===== config.mk =====
export PLATFORM = sky130hd
export DESIGN_NAME = video_frame_fetch
export DESIGN_NICKNAME = d
export VERILOG_FILES = /design/src/rtl/video_pkg.sv /design/src/rtl/video_sideband_delay.sv /design/src/rtl/video_frame_fetch.sv
export SDC_FILE = /design/constraint.sdc
export NUM_CORES = 1
export LEC_CHECK = 0
export ABC_AREA = 1
export CORE_ASPECT_RATIO = 0.5
export CORE_MARGIN = 2
export CORE_UTILIZATION = 50
export DETAILED_ROUTE_END_ITERATION = 10
export PLACE_DENSITY_LB_ADDON = 0.2
export SYNTH_ARGS = -nofsm -noshare
export SYNTH_HDL_FRONTEND = slang
export SYNTH_SLANG_ARGS = --single-unit

===== constraint.sdc =====
create_clock -name clk -period 2.1 [get_ports clk]
set_input_delay 0.21 -clock clk [delete_from_list [all_inputs] [get_ports clk]]
set_output_delay 0.21 -clock clk [all_outputs]
set_load 0.01 [all_outputs]

===== src/rtl/video_pkg.sv =====
// video_pkg: default frame-store geometry and the fetch FSM encoding shared by the fetch block.
package video_pkg;
    localparam int H_ACT_DEF = 2448;
    localparam int V_ACT_DEF = 2048;
    localparam int DW_DEF    = 12;
    localparam int AW_DEF    = 23;
    localparam int SB_W      = 4;
    typedef enum logic [1:0] {
        IDLE    = 2'd0,
        WAIT_VS = 2'd1,
        ACTIVE  = 2'd2,
        FLUSH   = 2'd3
    } state_t;
endpackage


===== src/rtl/video_sideband_delay.sv =====
// video_sideband_delay: LAT-deep shift register carrying {valid, sof, eol, eof} alongside the read data.
module video_sideband_delay
    import video_pkg::*;
#(
    parameter int LAT = 1,
    parameter int W   = SB_W
) (
    input  logic         clk,
    input  logic         rst,
    input  logic [W-1:0] din,
    output logic [W-1:0] dout,
    output logic         nxt_valid
);
    logic [W-1:0] sr [LAT];
    always_ff @(posedge clk) begin
        if (rst) begin
            for (int i = 0; i < LAT; i++) sr[i] <= '0;
        end else begin
            sr[0] <= din;
            for (int i = 1; i < LAT; i++) sr[i] <= sr[i-1];
        end
    end
    assign dout = sr[LAT-1];
    // valid bit about to enter the output stage, used to time the data capture
    generate
        if (LAT == 1) begin : g_one
            assign nxt_valid = din[W-1];
        end else begin : g_deep
            assign nxt_valid = sr[LAT-2][W-1];
        end
    endgenerate
endmodule


===== src/rtl/video_frame_fetch.sv =====
// video_frame_fetch: turns the VSYNC/HSYNC active window into frame-store reads and a pixel
// stream with SOF/EOL/EOF, checking line length and line count against the expected geometry.
module video_frame_fetch
    import video_pkg::*;
#(
    parameter int H_ACT  = H_ACT_DEF,
    parameter int V_ACT  = V_ACT_DEF,
    parameter int DW     = DW_DEF,
    parameter int AW     = AW_DEF,
    parameter int RD_LAT = 1
) (
    input  logic          clk,
    input  logic          rst,
    input  logic          enable,
    input  logic          VSYNC,
    input  logic          HSYNC,
    output logic          rd_en,
    output logic [AW-1:0] rd_addr,
    input  logic [DW-1:0] rd_data,
    output logic [DW-1:0] pix_data,
    output logic          pix_valid,
    output logic          pix_sof,
    output logic          pix_eol,
    output logic          pix_eof,
    output logic          frame_done,
    output logic          line_err,
    output logic          frame_err
);
    localparam int XW = $clog2(H_ACT + 1);
    localparam int YW = $clog2(V_ACT + 1);
    localparam logic [XW-1:0] XMAX = XW'(H_ACT);
    localparam logic [YW-1:0] YMAX = YW'(V_ACT);
    state_t state, state_nxt;
    logic vs_d, hs_d;
    logic [XW-1:0] x;
    logic [YW-1:0] y, y_nxt;
    logic [AW-1:0] base;
    logic [1:0] fl_cnt;
    logic vs_rise, vs_fall, hs_fall, active, rd_issue, start, fl_last;
    logic rd_sof, rd_eol, rd_eof, sb_nxt_valid;
    logic [SB_W-1:0] sb_out;
    assign vs_rise  = VSYNC & ~vs_d;
    assign vs_fall  = ~VSYNC & vs_d;
    assign hs_fall  = ~HSYNC & hs_d;
    assign active   = state == ACTIVE;
    assign start    = (state == WAIT_VS) & vs_rise & enable;
    assign fl_last  = fl_cnt == 2'(RD_LAT - 1);
    assign rd_issue = active & HSYNC & (x < XMAX) & (y < YMAX);
    // line end is folded into y before the frame check so a coincident HSYNC/VSYNC fall counts the line
    assign y_nxt    = hs_fall & (y < YMAX) ? y + YW'(1) : y;
    always_comb begin
        state_nxt = state;
        case (state)
            IDLE:    state_nxt = WAIT_VS;
            WAIT_VS: if (start) state_nxt = ACTIVE;
            ACTIVE:  if (vs_fall) state_nxt = FLUSH;
            FLUSH:   if (fl_last) state_nxt = WAIT_VS;
        endcase
    end
    always_ff @(posedge clk) begin
        if (rst) begin
            state      <= IDLE;
            vs_d       <= 1'b0;
            hs_d       <= 1'b0;
            x          <= '0;
            y          <= '0;
            base       <= '0;
            fl_cnt     <= '0;
            rd_en      <= 1'b0;
            rd_addr    <= '0;
            rd_sof     <= 1'b0;
            rd_eol     <= 1'b0;
            rd_eof     <= 1'b0;
            pix_data   <= '0;
            frame_done <= 1'b0;
            line_err   <= 1'b0;
            frame_err  <= 1'b0;
        end else begin
            state      <= state_nxt;
            vs_d       <= VSYNC;
            hs_d       <= HSYNC;
            rd_en      <= rd_issue;
            rd_sof     <= rd_issue & (x == '0) & (y == '0);
            rd_eol     <= rd_issue & (x == XW'(H_ACT - 1));
            rd_eof     <= rd_issue & (x == XW'(H_ACT - 1)) & (y == YW'(V_ACT - 1));
            if (rd_issue) rd_addr <= base + AW'(x);
            pix_data   <= sb_nxt_valid ? rd_data : '0;
            frame_done <= (state == FLUSH) & fl_last;
            fl_cnt     <= state == FLUSH ? fl_cnt + 2'd1 : '0;
            if (start) begin
                x         <= '0;
                y         <= '0;
                base      <= '0;
                line_err  <= 1'b0;
                frame_err <= 1'b0;
            end else if (active) begin
                x <= hs_fall ? '0 : rd_issue ? x + XW'(1) : x;
                y <= y_nxt;
                if (hs_fall & (y < YMAX)) base <= base + AW'(H_ACT);
                if ((HSYNC & (x >= XMAX)) | (hs_fall & (x != XMAX))) line_err <= 1'b1;
                if ((HSYNC & (y >= YMAX)) | (vs_fall & (y_nxt != YMAX))) frame_err <= 1'b1;
            end
        end
    end
    video_sideband_delay #(.LAT(RD_LAT), .W(SB_W)) u_sb (
        .clk       (clk),
        .rst       (rst),
        .din       ({rd_en, rd_sof, rd_eol, rd_eof}),
        .dout      (sb_out),
        .nxt_valid (sb_nxt_valid)
    );
    assign {pix_valid, pix_sof, pix_eol, pix_eof} = sb_out;
endmodule


==> impl_results.md, run 1 <==
* Clock transition at path regs at 70 ps
* Beginning of the worst hold path: rd_data[9]
* Antenna violations before repair at 0
* Cts bufs inserted at 9
* Maximum vdd drop at 444 uV
* Commonest cells in the netlist: 139 x nand2_1, 100 x inv_1, 95 x dfxtp_1
* Vias in the first global route at 3,973
* Library cells used by synthesis at 39
* DPL Wire Length at 8320 um
* CTS Root Cell: clkbuf_16
* Row count at 25
* Starting Density at 0.511
* Largest net degree at the start of global routing at 22
* Fillers at 847
* R2R setup slack at 130 ps
* Top cell type by total area after synthesis: dfxtp_1
* CP max FO at 6
* Crit path launch type: flip-flop
* Worst R2R End: rd_addr[14]
* Max-capacitance violation count at 0
* Cts hold-fix bufs at 0
* Total number of vias at 4,577
* Syn. warnings at 0
* Netlist Area Pre-Place at 4780 um^2
* Final WL at 11,300 um
* Worst EP required at 2400 ps
* CTS tree: built
* Reg2Reg Launch Point: x[4]
* Detailed-route wire length per cell at 12.7 um
* Final WS setup at 134 ps
* Final nets at 797
* Crit. End Element: flip-flop
* First-pass GRT wire length at 18,400 um
* Worst-margin pin slew at 511 ps
* Final min period at 1970 ps
* Worst hold endpoint: pix_data[9]
* DIE HEIGHT at 73.1 um
* Worst Path Arrival at 2270 ps
* Unrepaired setup endpoints after global routing: false
* Status: complete, no violations
* Remaining DRCs at 0
* Area growth, synth to finish at 22.9%
* Primary FF master, synth: dfxtp_1
* DR vias/cell at 5.16
* Clk sinks at 95
* Core area at 9350 um^2
* Cells on worst reg2reg path at 13
* Tot Pwr at 4.76 mW
* Iteration count of the initial detailed-routing pass at 5
* Die area at 10,400 um^2
* Non-filler instance count after layout at 887
* Final Wtd Congestion at 0.900
* Diodes inserted at 0
* Final antenna-violating net count at 0
* Leak pwr at 2.62 nW
* Setup CP Type: reg2reg
* Most frequent cell after synthesis: nand2_1
* Gr usage total at 0.224
* Aggregate negative setup slack at 0 ps
* Post-Route Utilization at 0.628
* Clock latency on the worst-skew pair at 350 ps
* I/O pin total at 60
* Clk buf depth at 2
* Die Width at 142 um
* Share of cells above drive strength 1 at 0.0822
* Placed cell area at 5570 um^2
* Final Instance Area at 5880 um^2
* Syn avg cell area at 6.94 um^2
* Yosys top cell area share at 0.398
* Max frequency at 509 MHz
* Cell Pwr Density at 809 nW/um^2
* Post-synthesis async set-or-reset flop share at 0
* Number of port buffers at 59
* Placed cells at 870
* Hold Crit Depth at 3
* Largest cells by area after synthesis: dfxtp_1 40%, nand2_1 11%, inv_1 7.9%
* Iteration-0 DRC Markers at 212
* Share of the cycle needed by the critical path after routing at 0.936
* Htree depth at 3
* # setup viols final at 0
* WHS at 378 ps
* Yosys reg bits at 95
* Hold Fails Final Rpt at 0
* Sequential-to-total area share from yosys stat at 0.398
* Number of flops mapped to enable cells by yosys at 0
* Final Max Tran Viols at 0
* Congestion Overflow GR at 0
* Mapped Cells at 689
* Worst hold path class: in2reg
* Max Clock Skew at 6.88 ps
* Worst relative slew slack at 0.656
* Dpl ws at -12.4 ps
* Syn nets at 725
## layout by cell type, fill, tap and decap left out, drive strengths merged, types with 14 or more instances in the layout
| master | count |
|---|---|
| ha | 18 |
| nor2 | 87 |
| clkdlybuf4s50 | 59 |
| dfxtp | 95 |
| nand2 | 145 |
| xor2 | 14 |
| a21oi | 55 |
| o21ai | 45 |
| nand4 | 14 |
| buf | 19 |
| nand3 | 55 |
| inv | 109 |
## registers in the layout, summed over array words and instances (netlist names), 2 cells and up
register	count
fl_cnt	2
x	12
base	19
u_sb.sr	4
state	2
rd_addr	23
pix_data	12
y	12
## what timing repair did
item	4_1_cts	5_1_grt
setup endpoints to repair	1	15
pin swaps	1	1
buffers inserted	1	0
gates resized for setup	2	7
## cell type report
type | instances | area, um^2 | share of cell area
clock inverter | 6 | 46.3 | 0.00788
sequential | 95 | 1900 | 0.324
clock buffer | 10 | 229 | 0.0390
tap | 121 | 151 | 0.0258
multi-input combinational | 468 | 2400 | 0.409
timing repair buffer | 78 | 733 | 0.125
inverter | 109 | 412 | 0.0701
## worst max path at each step
| stage | startpoint | end | slack (ps) | cells past startpoint |
|---|---|---|---|---|
| after global routing | state[0] | rd_addr[5] | 10 | 9 |
| after CTS | x[4] | rd_addr[20] | 30 | 13 |
| after detailed placement | x[4] | rd_addr[20] | -10 | 13 |
| after floorplan | x[4] | rd_addr[20] | 100 | 13 |
| final | x[4] | rd_addr[14] | 130 | 13 |
| after global placement | x[4] | rd_addr[20] | 50 | 13 |
## power by group
group	total [mW]	internal (mW)	switching, mW
Clock	1.53	0.809	0.725
Sequential	2.13	1.98	0.141
Combinational	1.09	0.470	0.624
Total	4.76	3.26	1.49
## worst max-delay path, stage by stage (launching register included)
cell and delay (ps):
dfxtp_1 340, ha_2 190, inv_1 70, fa_2 350, inv_1 70, nand3_1 70
nand2_2 110, a21oi_2 90, o21ai_4 220, buf_4 150, nand3_1 60, nand3_1 90
nand2_1 60, inv_1 50
## per-layer routing
| metal | global-route usage | vias up | share of wire |
|---|---|---|---|
| met5 | 0 | - | 0 |
| met4 | 0.0533 | 0 | 0.0071 |
| met3 | 0.0564 | 12 | 0.058 |
| met2 | 0.381 | 116 | 0.46 |
| met1 | 0.291 | 2086 | 0.47 |
| li1 | - | 2363 | - |
## cell families after synthesis
| group | share of synthesized area |
|---|---|
| AO/OA/AOI/OAI | 0.130 |
| XOR/XNOR | 0.0312 |
| adder cells (fa/ha/maj) | 0.0513 |
| buffers and inverters | 0.104 |
| flip-flops | 0.398 |
| AND/OR/NAND/NOR | 0.285 |
(Power assumes the default switching activity.)
==> run 2: changes to the inputs <==
--- a/config.mk
+++ b/config.mk
@@ -7,7 +7,7 @@
 export LEC_CHECK = 0
 export ABC_AREA = 1
 export CORE_ASPECT_RATIO = 0.5
-export CORE_MARGIN = 2
+export CORE_MARGIN = 4
 export CORE_UTILIZATION = 50
 export DETAILED_ROUTE_END_ITERATION = 10
 export PLACE_DENSITY_LB_ADDON = 0.2
==> run 2 against run 1 <==
Sequential share of layout area down 0.096 points. Register-to-register slack worse by 20 ps. Cell count down 0.34%. Worst hold slack better by 9.3 ps. Via count down 0.94%. Highest routed layer unchanged. First-iteration DRC count is 7.5% higher. Power rose by 0.32%. Maximum frequency is 1.2% lower. Non-clock buffer count is 1 higher. Design area is 0.36% higher.
==> impl_results.md, run 2 (synthesis gave the netlist of run 1 again) <==
* Largest Register: rd_addr
* Area growth, synth to finish at 23.4%
* Crit path launch type: flip-flop
* Tot Pwr at 4.77 mW
* WHS at 387 ps
* Starting Density at 0.531
* Cts bufs inserted at 9
* Registers with the most flip-flops: rd_addr x23, base x19
* Antenna violations before repair at 0
* Congestion Overflow GR at 0
* Leak pwr at 2.62 nW
* Multi-input gate area at 2400 um^2
* Final Wtd Congestion at 0.922
* Setup CP Type: reg2reg
* # setup viols final at 0
* Max-capacitance violation count at 0
* Clock transition at path regs at 70 ps
* CP max-delay cell: dfxtp_1
* DPL Wire Length at 8760 um
* Final min period at 1990 ps
* Remaining DRCs at 0
* Critical path endpoint: rd_addr[15]
* Crit path from: x[8]
* Gr usage total at 0.214
* Diodes inserted at 0
* Cts hold-fix bufs at 0
* Commonest non-fill, non-tap cell in the layout: nand2_1
* Final Instance Area at 5900 um^2
* Die Width at 146 um
* Htree depth at 3
* Max reg flops at 23
* Vias in the first global route at 4,256
* Status: complete, no violations
* Post-Route Utilization at 0.655
* Worst-margin pin slew at 512 ps
* Iteration-0 DRC Markers at 228
* Iteration count of the initial detailed-routing pass at 4
* Worst Path Arrival at 2240 ps
* Die area at 11,300 um^2
* Maximum vdd drop at 446 uV
* Worst hold path class: in2reg
* Cells on worst reg2reg path at 9
* Aggregate negative setup slack at 0 ps
* Largest net degree at the start of global routing at 22
* Cell Pwr Density at 809 nW/um^2
* Final nets at 798
* CP max FO at 6
* Reg2Reg Launch Point: x[8]
* Final WL at 11,700 um
* R2R setup slack at 110 ps
* Detailed-route wire length per cell at 13.2 um
* Max frequency at 503 MHz
* Max incr delay on CP at 480 ps
* Total number of vias at 4,534
* CTS Root Cell: clkbuf_16
* CP cell instances: ha_1, a21oi_1, o21ai_0, nand2_1, o211ai_1, a21oi_1, o21ai_0, nand2_1, inv_1
* Row count at 24
* Hold Fails Final Rpt at 0
* First-pass GRT wire length at 20,100 um
* Unrepaired setup endpoints after global routing: false
* Fillers at 802
* CTS tree: built
* Final antenna-violating net count at 0
* Worst EP required at 2350 ps
* DIE HEIGHT at 77.1 um
* Clock latency on the worst-skew pair at 350 ps
* Placed cell area at 5590 um^2
* Final Max Tran Viols at 0
* Clk buf depth at 2
* DR vias/cell at 5.13
* Crit. End Element: flip-flop
* I/O pin total at 60
* Clk sinks at 95
* Core area at 9010 um^2
* Share of cells above drive strength 1 at 0.0847
* Max Clock Skew at 11.4 ps
* Worst R2R End: rd_addr[15]
* Worst relative slew slack at 0.656
* Share of the cycle needed by the critical path after routing at 0.947
* Number of port buffers at 59
* Most frequent cells in the layout: 137 x nand2_1, 100 x inv_1, 93 x dfxtp_1
* Register area at 1900 um^2
## run 2: cell types whose count changed in the layout (fill, tap and decap cells not counted)
| cell | change |
|---|---|
| dfxtp_2 | +1 |
| nor2_2 | +1 |
| clkinv_2 | -1 |
| clkbuf_1 | +1 |
| clkbuf_8 | +1 |
| buf_12 | +1 |
| dfxtp_1 | -1 |
| inv_6 | -1 |
| clkinv_4 | -1 |
| clkinvlp_4 | +1 |
| nor2_1 | -1 |
## run 2: repair_timing
action	in CTS	in global routing
setup endpoints to repair	0	16
setup buffers	0	0
gates resized for setup	0	10
## run 2: worst max-delay path, delay by kind of cell, from the launching register on
kind,cells,cell delay [ps]
adders and majority gates,1,330
AOI/OAI and AO/OA,5,870
DFF,1,480
and+or+nand+nor,2,170
buffers and inverters,1,30
## run 2: final cells by class
| type | instances | area share |
|---|---|---|
| clock inverters | 4 | 0.00530 |
| repair buffers | 79 | 0.128 |
| multi-input cells | 468 | 0.408 |
| flip-flops and latches | 95 | 0.323 |
| inverters | 109 | 0.0698 |
| well taps | 117 | 0.0248 |
| clock buffers | 12 | 0.0418 |
## run 2: worst min-delay path by stage
stage               start             to  cells past startpoint
4_1_cts        rd_data[9]    pix_data[9]                      3
2_1_floorplan         rst          rd_en                      1
6_report       rd_data[8]    pix_data[8]                      3
3_5_place_dp       rd_eol  u_sb.sr[0][1]                      2
5_1_grt        rd_data[7]    pix_data[7]                      3
3_3_place_gp       rd_sof  u_sb.sr[0][2]                      2
## run 2: power breakdown
group | total [mW] | internal, mW | switching (mW)
logic | 1.11 | 0.473 | 0.634
registers | 2.13 | 1.99 | 0.143
clock network | 1.54 | 0.838 | 0.697
## run 2: layer usage
layer	track usage	vias to the layer above	part of all wire
met5	0	-	0
met4	0.0497	0	0.011
met3	0.0536	15	0.063
met2	0.365	116	0.47
met1	0.274	2049	0.45
li1	-	2354	-
## run 2: metrics by stage
| stage | cells | setup slack, ps |
|---|---|---|
| floorplan | 689 | 99.0 |
| global placement | 868 | 113 |
| detailed placement | 868 | 39.4 |
| CTS | 884 | 38.1 |
| global route | 884 | 0.627 |
| finish | 884 | 110 |
==> run 3: changes to the inputs <==
--- a/config.mk
+++ b/config.mk
@@ -8,7 +8,7 @@
 export ABC_AREA = 1
 export CORE_ASPECT_RATIO = 0.5
 export CORE_MARGIN = 4
-export CORE_UTILIZATION = 50
+export CORE_UTILIZATION = 35
 export DETAILED_ROUTE_END_ITERATION = 10
 export PLACE_DENSITY_LB_ADDON = 0.2
 export SYNTH_ARGS = -nofsm -noshare
==> run 3 against run 2 <==
Utilization down 18 points. Non-clock buffer count up 8. Power up 4.9%. Flip-flop and latch count unchanged. Global-route usage down 5.1 points. Die area up 39%. Register-to-register slack better by 40 ps. Sequential share of layout area down 1.1 points. Critical path depth up 5. Sequential power about the same. Clock power up 12%. Largest power group unchanged. Highest routed layer unchanged.
==> impl_results.md, run 3 (synthesis gave the netlist of run 1 again) <==
* I/O pin total at 60
* Final Wtd Congestion at 0.868
* Die Width at 173 um
* Clock power share at 0.344
* Leak pwr at 2.67 nW
* Worst relative slew slack at 0.664
* Final WL at 12,400 um
* Cts bufs inserted at 9
* Worst EP required at 2360 ps
* Area growth, synth to finish at 27.7%
* Switching part of the total at 0.315
* Iteration count of the initial detailed-routing pass at 5
* Number of port buffers at 59
* Final antenna-violating net count at 0
* CP max FO at 6
* Max Clock Skew at 13.0 ps
* CP max-delay cell: fa_2
* Cells on worst reg2reg path at 14
* Total number of vias at 4,521
* Diodes inserted at 0
* Largest Register: rd_addr
* Registers with the most flip-flops: rd_addr x23, base x19
* Congestion Overflow GR at 0
* Sequential power share at 0.426
* Largest net degree at the start of global routing at 22
* CTS Root Cell: clkbuf_16
* P_sw at 1.58 mW
* Clock latency on the worst-skew pair at 350 ps
* Max-capacitance violation count at 0
* Worst hold path class: in2reg
* R2R setup slack at 150 ps
* First-pass GRT wire length at 21,000 um
* Most frequent cells in the layout: 137 x nand2_1, 99 x inv_1, 92 x dfxtp_1
* DIE HEIGHT at 90.6 um
* Worst-margin pin slew at 499 ps
* Detailed-route wire length per cell at 13.1 um
* DR vias/cell at 4.78
* Die area at 15,700 um^2
* Cell Pwr Density at 820 nW/um^2
* Vias in the first global route at 4,234
* Commonest non-fill, non-tap cell in the layout: nand2_1
* Reg2Reg Launch Point: x[4]
* Crit path launch type: flip-flop
* Clk sinks at 95
* CTS tree: built
* Share of cells above drive strength 1 at 0.102
* CP cell instances: ha_4, inv_2, fa_2, inv_1, nand3_1, nand2_2, a21oi_2, o21ai_2, buf_6, nand2_2, nand2_1, nand2_1, o21ai_1, inv_1
* Beginning of the worst hold path: rd_data[0]
* Row count at 29
* Max reg flops at 23
* Status: complete, no violations
* Max frequency at 514 MHz
* Remaining DRCs at 0
* Maximum vdd drop at 351 uV
* # setup viols final at 0
* Worst R2R End: rd_addr[20]
* Gate power share at 0.230
* Antenna violations before repair at 0
* Worst Path Arrival at 2200 ps
* Htree depth at 3
* DPL Wire Length at 9400 um
* Dpl ws at -38.9 ps
* Hold Fails Final Rpt at 0
* Final min period at 1950 ps
* Aggregate negative setup slack at 0 ps
* Core area at 13,000 um^2
* Worst hold endpoint: pix_data[0]
* Share of the cycle needed by the critical path after routing at 0.926
* Setup CP Type: reg2reg
* Final Max Tran Viols at 0
* Hold Crit Depth at 3
* Crit. End Element: flip-flop
* Clock transition at path regs at 80 ps
* Bufs and invs on worst path at 4
* Starting Density at 0.368
* Gr usage total at 0.163
* Final nets at 806
* Critical path's top delay family: adder cells
* Cts hold-fix bufs at 0
* Unrepaired setup endpoints after global routing: false
* Max incr delay on CP at 390 ps
* Clk buf depth at 2
* Iteration-0 DRC Markers at 238
* Final WS setup at 154 ps
* WHS at 374 ps
* P_int at 3.43 mW
-- run 3: cell count changes in the layout (fill, tap and decap cells not counted), sizes merged --
cell / previous run / this run
clkinvlp: 3 / 2
bufinv: 0 / 1
clkbuf: 12 / 9
buf: 20 / 28
clkinv: 2 / 1
inv: 108 / 112
-- run 3: final cells by class --
cell class	instances	area, um^2
Inverter	109	409
Clock buffer	9	225
Sequential cell	95	1910
Fill cell	1309	6890
Clock inverter	7	85.1
Tap cell	170	213
Multi-Input combinational cell	468	2450
Timing Repair Buffer	87	817
-- run 3: worst max path at each step --
stage | start | endpoint | cells past startpoint
5_1_grt | x[4] | rd_addr[20] | 14
2_1_floorplan | x[4] | rd_addr[20] | 13
3_3_place_gp | x[4] | rd_addr[20] | 13
6_report | x[4] | rd_addr[20] | 14
4_1_cts | x[4] | rd_addr[20] | 13
3_5_place_dp | x[4] | rd_addr[20] | 13
-- run 3: worst reg2reg max path, stage by stage (launching register included) --
cell and delay [ps]:
dfxtp_2 360, ha_4 150, inv_2 40, fa_2 390, inv_1 60, nand3_1 70, nand2_2 100, a21oi_2 80
o21ai_2 130, buf_6 140, nand2_2 60, nand2_1 80, nand2_1 40, o21ai_1 110, inv_1 50
-- run 3: metrics by stage --
stage,area (um^2),util,instances,power [mW]
5_1_grt,6100,0.470,945,5.29
2_1_floorplan,4780,-,689,2.82
3_3_place_gp,5690,0.438,926,3.30
3_5_place_dp,5690,0.438,926,3.32
6_report,6100,0.470,945,5.00
4_1_cts,6010,0.463,942,5.06
-- run 3: timing repair --
item	CTS	global route
setup buffers	0	3
endpoints found under the setup margin	1	7
resized for setup	2	13
pin swaps	1	5
-- run 3: routing by layer --
metal	vias to the layer above	GRT usage	part of all wire
met4	0	0.0464	0.011
li1	2381	-	-
met2	80	0.244	0.41
met3	11	0.0368	0.046
met1	2049	0.234	0.53
met5	-	0	0
-- run 3: power groups by stage --
stage / logic [mW] / clock network [mW] / registers [mW]
finish: 1.15 / 1.72 / 2.13
global placement: 1.13 / 0 / 2.17
detailed placement: 1.15 / 0 / 2.17
CTS: 1.15 / 1.78 / 2.13
global route: 1.29 / 1.84 / 2.16
floorplan: 0.640 / 0 / 2.18
==> edit 1, RTL diff (settings of run 3) <==
`pix_data` no longer has a reset.
--- a/src/rtl/video_frame_fetch.sv
+++ b/src/rtl/video_frame_fetch.sv
@@ -73,3 +73,2 @@
             rd_eof     <= 1'b0;
-            pix_data   <= '0;
             frame_done <= 1'b0;
@@ -86,3 +85,2 @@
             if (rd_issue) rd_addr <= base + AW'(x);
-            pix_data   <= sb_nxt_valid ? rd_data : '0;
             frame_done <= (state == FLUSH) & fl_last;
@@ -104,2 +102,6 @@
     end
+
+    always_ff @(posedge clk) begin
+        pix_data <= sb_nxt_valid ? rd_data : '0;
+    end
     video_sideband_delay #(.LAT(RD_LAT), .W(SB_W)) u_sb (
Check against the original RTL: differs if rst is asserted again (counterexample within 10 cycles, from zero or initial values and one cycle with rst high); with rst held inactive, the same outputs for 10 cycles.
==> edit 1 against run 3 <==
Synthesized area decreased by 2.7%. Final area decreased by 2.5%. Worst hold slack improved by 0.0070 ns. Wire length decreased by 9.6%. Sequential cell count unchanged. Synthesized cell count decreased by 8.6%. Worst setup slack got worse by 0.087 ns. Power decreased by 1.8%. Critical endpoint is now rd_addr[18].
==> edit 1: results <==
# TYPE chip_impl_metric gauge
chip_impl_metric{name="skew",unit="ns"} 0.00507
chip_impl_metric{name="instance_area_after_placement",unit="µm²"} 5580
chip_impl_metric{name="nonClockBufferCount",unit=""} 89
chip_impl_metric{name="use_met3",unit="%"} 3.49
chip_impl_info{name="timing.critical_path.max_delay_family",value="simple AND/OR/NAND/NOR gates"} 1
chip_impl_info{name="outcome",value="finished clean"} 1
chip_impl_metric{name="final.hold.worst_slack",unit="ns"} 0.381
chip_impl_info{name="synth.top_cells.by_area",value="sky130_fd_sc_hd__dfxtp_1 (41%), sky130_fd_sc_hd__nand2_1 (9.2%), sky130_fd_sc_hd__inv_1 (8.0%)"} 1
chip_impl_metric{name="grt_start_max_net_pins",unit=""} 21
chip_impl_metric{name="powerDensity",unit="nW/µm²"} 826
chip_impl_metric{name="reg2regPathDepth",unit=""} 13
chip_impl_metric{name="met3RoutedLength",unit="µm"} 513
chip_impl_metric{name="global_route_total_usage_across_every_layer",unit="%"} 14.9
chip_impl_metric{name="fill_cells",unit=""} 1319
chip_impl_metric{name="drt_pass1_iterations",unit=""} 4
chip_impl_info{name="worst_hold_startpoint",value="rd_data[10]"} 1
chip_impl_metric{name="slack_of_the_worst_reg_to_reg_path",unit="ns"} 0.07
chip_impl_metric{name="grtUsageMet2",unit="%"} 24.5
chip_impl_metric{name="area.share.sequential",unit="%"} 32.0
chip_impl_metric{name="hpwl",unit="µm"} 8280
chip_impl_metric{name="gp_congestion",unit=""} 0.857
chip_impl_metric{name="tightest_slew",unit="ns"} 0.404
chip_impl_metric{name="nets",unit=""} 751
chip_impl_metric{name="routed_wirelength",unit="µm"} 11200
chip_impl_metric{name="first_global_vias",unit=""} 3752
chip_impl_metric{name="clk_share",unit="%"} 4.98
chip_impl_info{name="hold_path_end",value="pix_data[10]"} 1
chip_impl_metric{name="cp.arrival",unit="ns"} 2.28
chip_impl_metric{name="power.static_leakage",unit="µW"} 0.00251
chip_impl_metric{name="nMultiInputCombCells",unit=""} 416
chip_impl_metric{name="chipWidth",unit="µm"} 171
chip_impl_info{name="ys_top_cells_by_count",value="sky130_fd_sc_hd__nand2_1 (114), sky130_fd_sc_hd__inv_1 (99), sky130_fd_sc_hd__dfxtp_1 (95)"} 1
chip_impl_metric{name="first_iteration_detailed_routing_drc_count",unit=""} 143
edit 1: changes by cell type after synthesis, moves of 4 or more:
cell,delta
sky130_fd_sc_hd__a21oi_1,-5
sky130_fd_sc_hd__nand4_1,-4
sky130_fd_sc_hd__o21ai_0,+6
sky130_fd_sc_hd__nand3_1,-25
sky130_fd_sc_hd__nand2_1,-25
sky130_fd_sc_hd__nor2_1,-22
sky130_fd_sc_hd__nor3_2,+4
edit 1: stage by stage:
stage | setup WS (ns) | TNS [ns] | instances
after floorplan | 0.0124 | 0 | 630
after global placement | 0.0449 | 0 | 871
after detailed placement | 0.000156 | 0 | 871
after CTS | 0.00865 | 0 | 886
after global routing | -0.0910 | -0.190 | 889
final | 0.0673 | 0 | 889
edit 1: kinds of logic after synthesis:
| family | synth area share, % |
|---|---|
| buffers and inverters | 9.96 |
| AO/OA/AOI/OAI | 14.6 |
| adder cells (fa/ha/maj) | 5.28 |
| flip-flops | 40.9 |
| XOR/XNOR | 3.39 |
| AND/OR/NAND/NOR | 25.9 |
==> edit 2, RTL diff (flow settings as in run 3) <==
Without the edit above. Change the package constant `V_ACT_DEF` from 2048 to 1024.
--- a/src/rtl/video_pkg.sv
+++ b/src/rtl/video_pkg.sv
@@ -3,3 +3,3 @@
     localparam int H_ACT_DEF = 2448;
-    localparam int V_ACT_DEF = 2048;
+    localparam int V_ACT_DEF = 1024;
     localparam int DW_DEF    = 12;
Check against the original RTL: no difference found for any inputs over 10 cycles, from zero or initial values and one cycle with rst high; that may be too few to reach the edited logic, so the function may still have changed.
==> edit 2 against run 3 <==
Sequential cell count is 1 lower. Clock skew shrank 0.0031 ns. Global-route usage is 1.1 points lower. Synthesized cell count fell by 7.0%. Power decreased by 3.5%. Critical endpoint is now rd_addr[18]. Final cell count down 5.3%. Worst setup slack gained 0.0062 ns. Final area is 3.2% lower. Wire length shrank 9.0%. Sequential share of layout area rose by 0.66 points. Synthesized area shrank 2.6%.
==> edit 2: results <==
# TYPE chip_impl_metric gauge
chip_impl_metric{name="grt_start_max_net_pins",unit=""} 28
chip_impl_metric{name="wire_per_inst",unit="µm"} 12.6
chip_impl_metric{name="skew",unit="ns"} 0.00992
chip_impl_metric{name="grt_first_pass_wirelength",unit="µm"} 18700
chip_impl_metric{name="nonClockBufferCount",unit=""} 83
chip_impl_metric{name="hpwl",unit="µm"} 8570
chip_impl_metric{name="cp.arrival",unit="ns"} 2.18
chip_impl_metric{name="sequential_cell_area",unit="µm²"} 1880
chip_impl_info{name="outcome",value="finished clean"} 1
chip_impl_metric{name="layout.non_clock_inverters",unit=""} 105
chip_impl_metric{name="gp_congestion",unit=""} 0.892
chip_impl_metric{name="clk_share",unit="%"} 5.16
chip_impl_metric{name="maximum_fanout_encountered_on_the_critical_timing_path",unit=""} 4
chip_impl_metric{name="power.static_leakage",unit="µW"} 0.00255
chip_impl_metric{name="cts.sink_count",unit=""} 94
chip_impl_metric{name="post-place-cells",unit=""} 877
chip_impl_info{name="ys_top_cells_by_count",value="sky130_fd_sc_hd__nand2_1 (120), sky130_fd_sc_hd__inv_1 (99), sky130_fd_sc_hd__dfxtp_1 (94)"} 1
chip_impl_metric{name="compound_gate_fraction_of_synth_area",unit="%"} 14.8
chip_impl_metric{name="layout-drive-gt1-share",unit="%"} 11.2
chip_impl_metric{name="global_route_total_usage_across_every_layer",unit="%"} 15.2
chip_impl_metric{name="chipWidth",unit="µm"} 171
chip_impl_metric{name="met3RoutedLength",unit="µm"} 454
chip_impl_metric{name="peakVddDrop",unit="mV"} 0.428
chip_impl_metric{name="instance_area_after_placement",unit="µm²"} 5550
chip_impl_info{name="synth.top_cells.by_area",value="sky130_fd_sc_hd__dfxtp_1 (40%), sky130_fd_sc_hd__nand2_1 (9.7%), sky130_fd_sc_hd__inv_1 (8.0%)"} 1
chip_impl_metric{name="tightest_slew",unit="ns"} 0.586
chip_impl_metric{name="nets",unit=""} 756
chip_impl_metric{name="route.layer.met1.wl",unit="µm"} 5870
==> edit 2: cell families after synthesis <==
kind of cell               Yosys count
adders and majority gates           19
buffers and inverters              120
DFF                                 94
xor gates and xnor gates            18
AOI/OAI and AO/OA                  119
and+or+nand+nor                    271
==> edit 2: metrics by stage <==
stage | total power [µW] | utilization [%] | setup slack (ns)
3_3_place_gp | 3170 | 43.2 | 0.0875
5_1_grt | 5100 | 46.0 | 0.00540
4_1_cts | 4880 | 45.6 | 0.0378
2_1_floorplan | 2760 | - | 0.153
6_report | 4830 | 46.0 | 0.161
3_5_place_dp | 3180 | 43.2 | 0.0584
==> edit 2: worst paths after layout <==
kind	start	end	cells past startpoint	slack (ns)
max	x[4]	rd_addr[18]	12	0.16
max reg2reg	x[4]	rd_addr[18]	12	0.16
min reg2reg	rd_eol	u_sb.sr[0][1]	2	0.40
min	rd_data[9]	pix_data[9]	3	0.39
==> edit 2: power by group <==
group,internal [µW],switching (µW)
Sequential,1960,125
Combinational,469,584
Clock,937,754
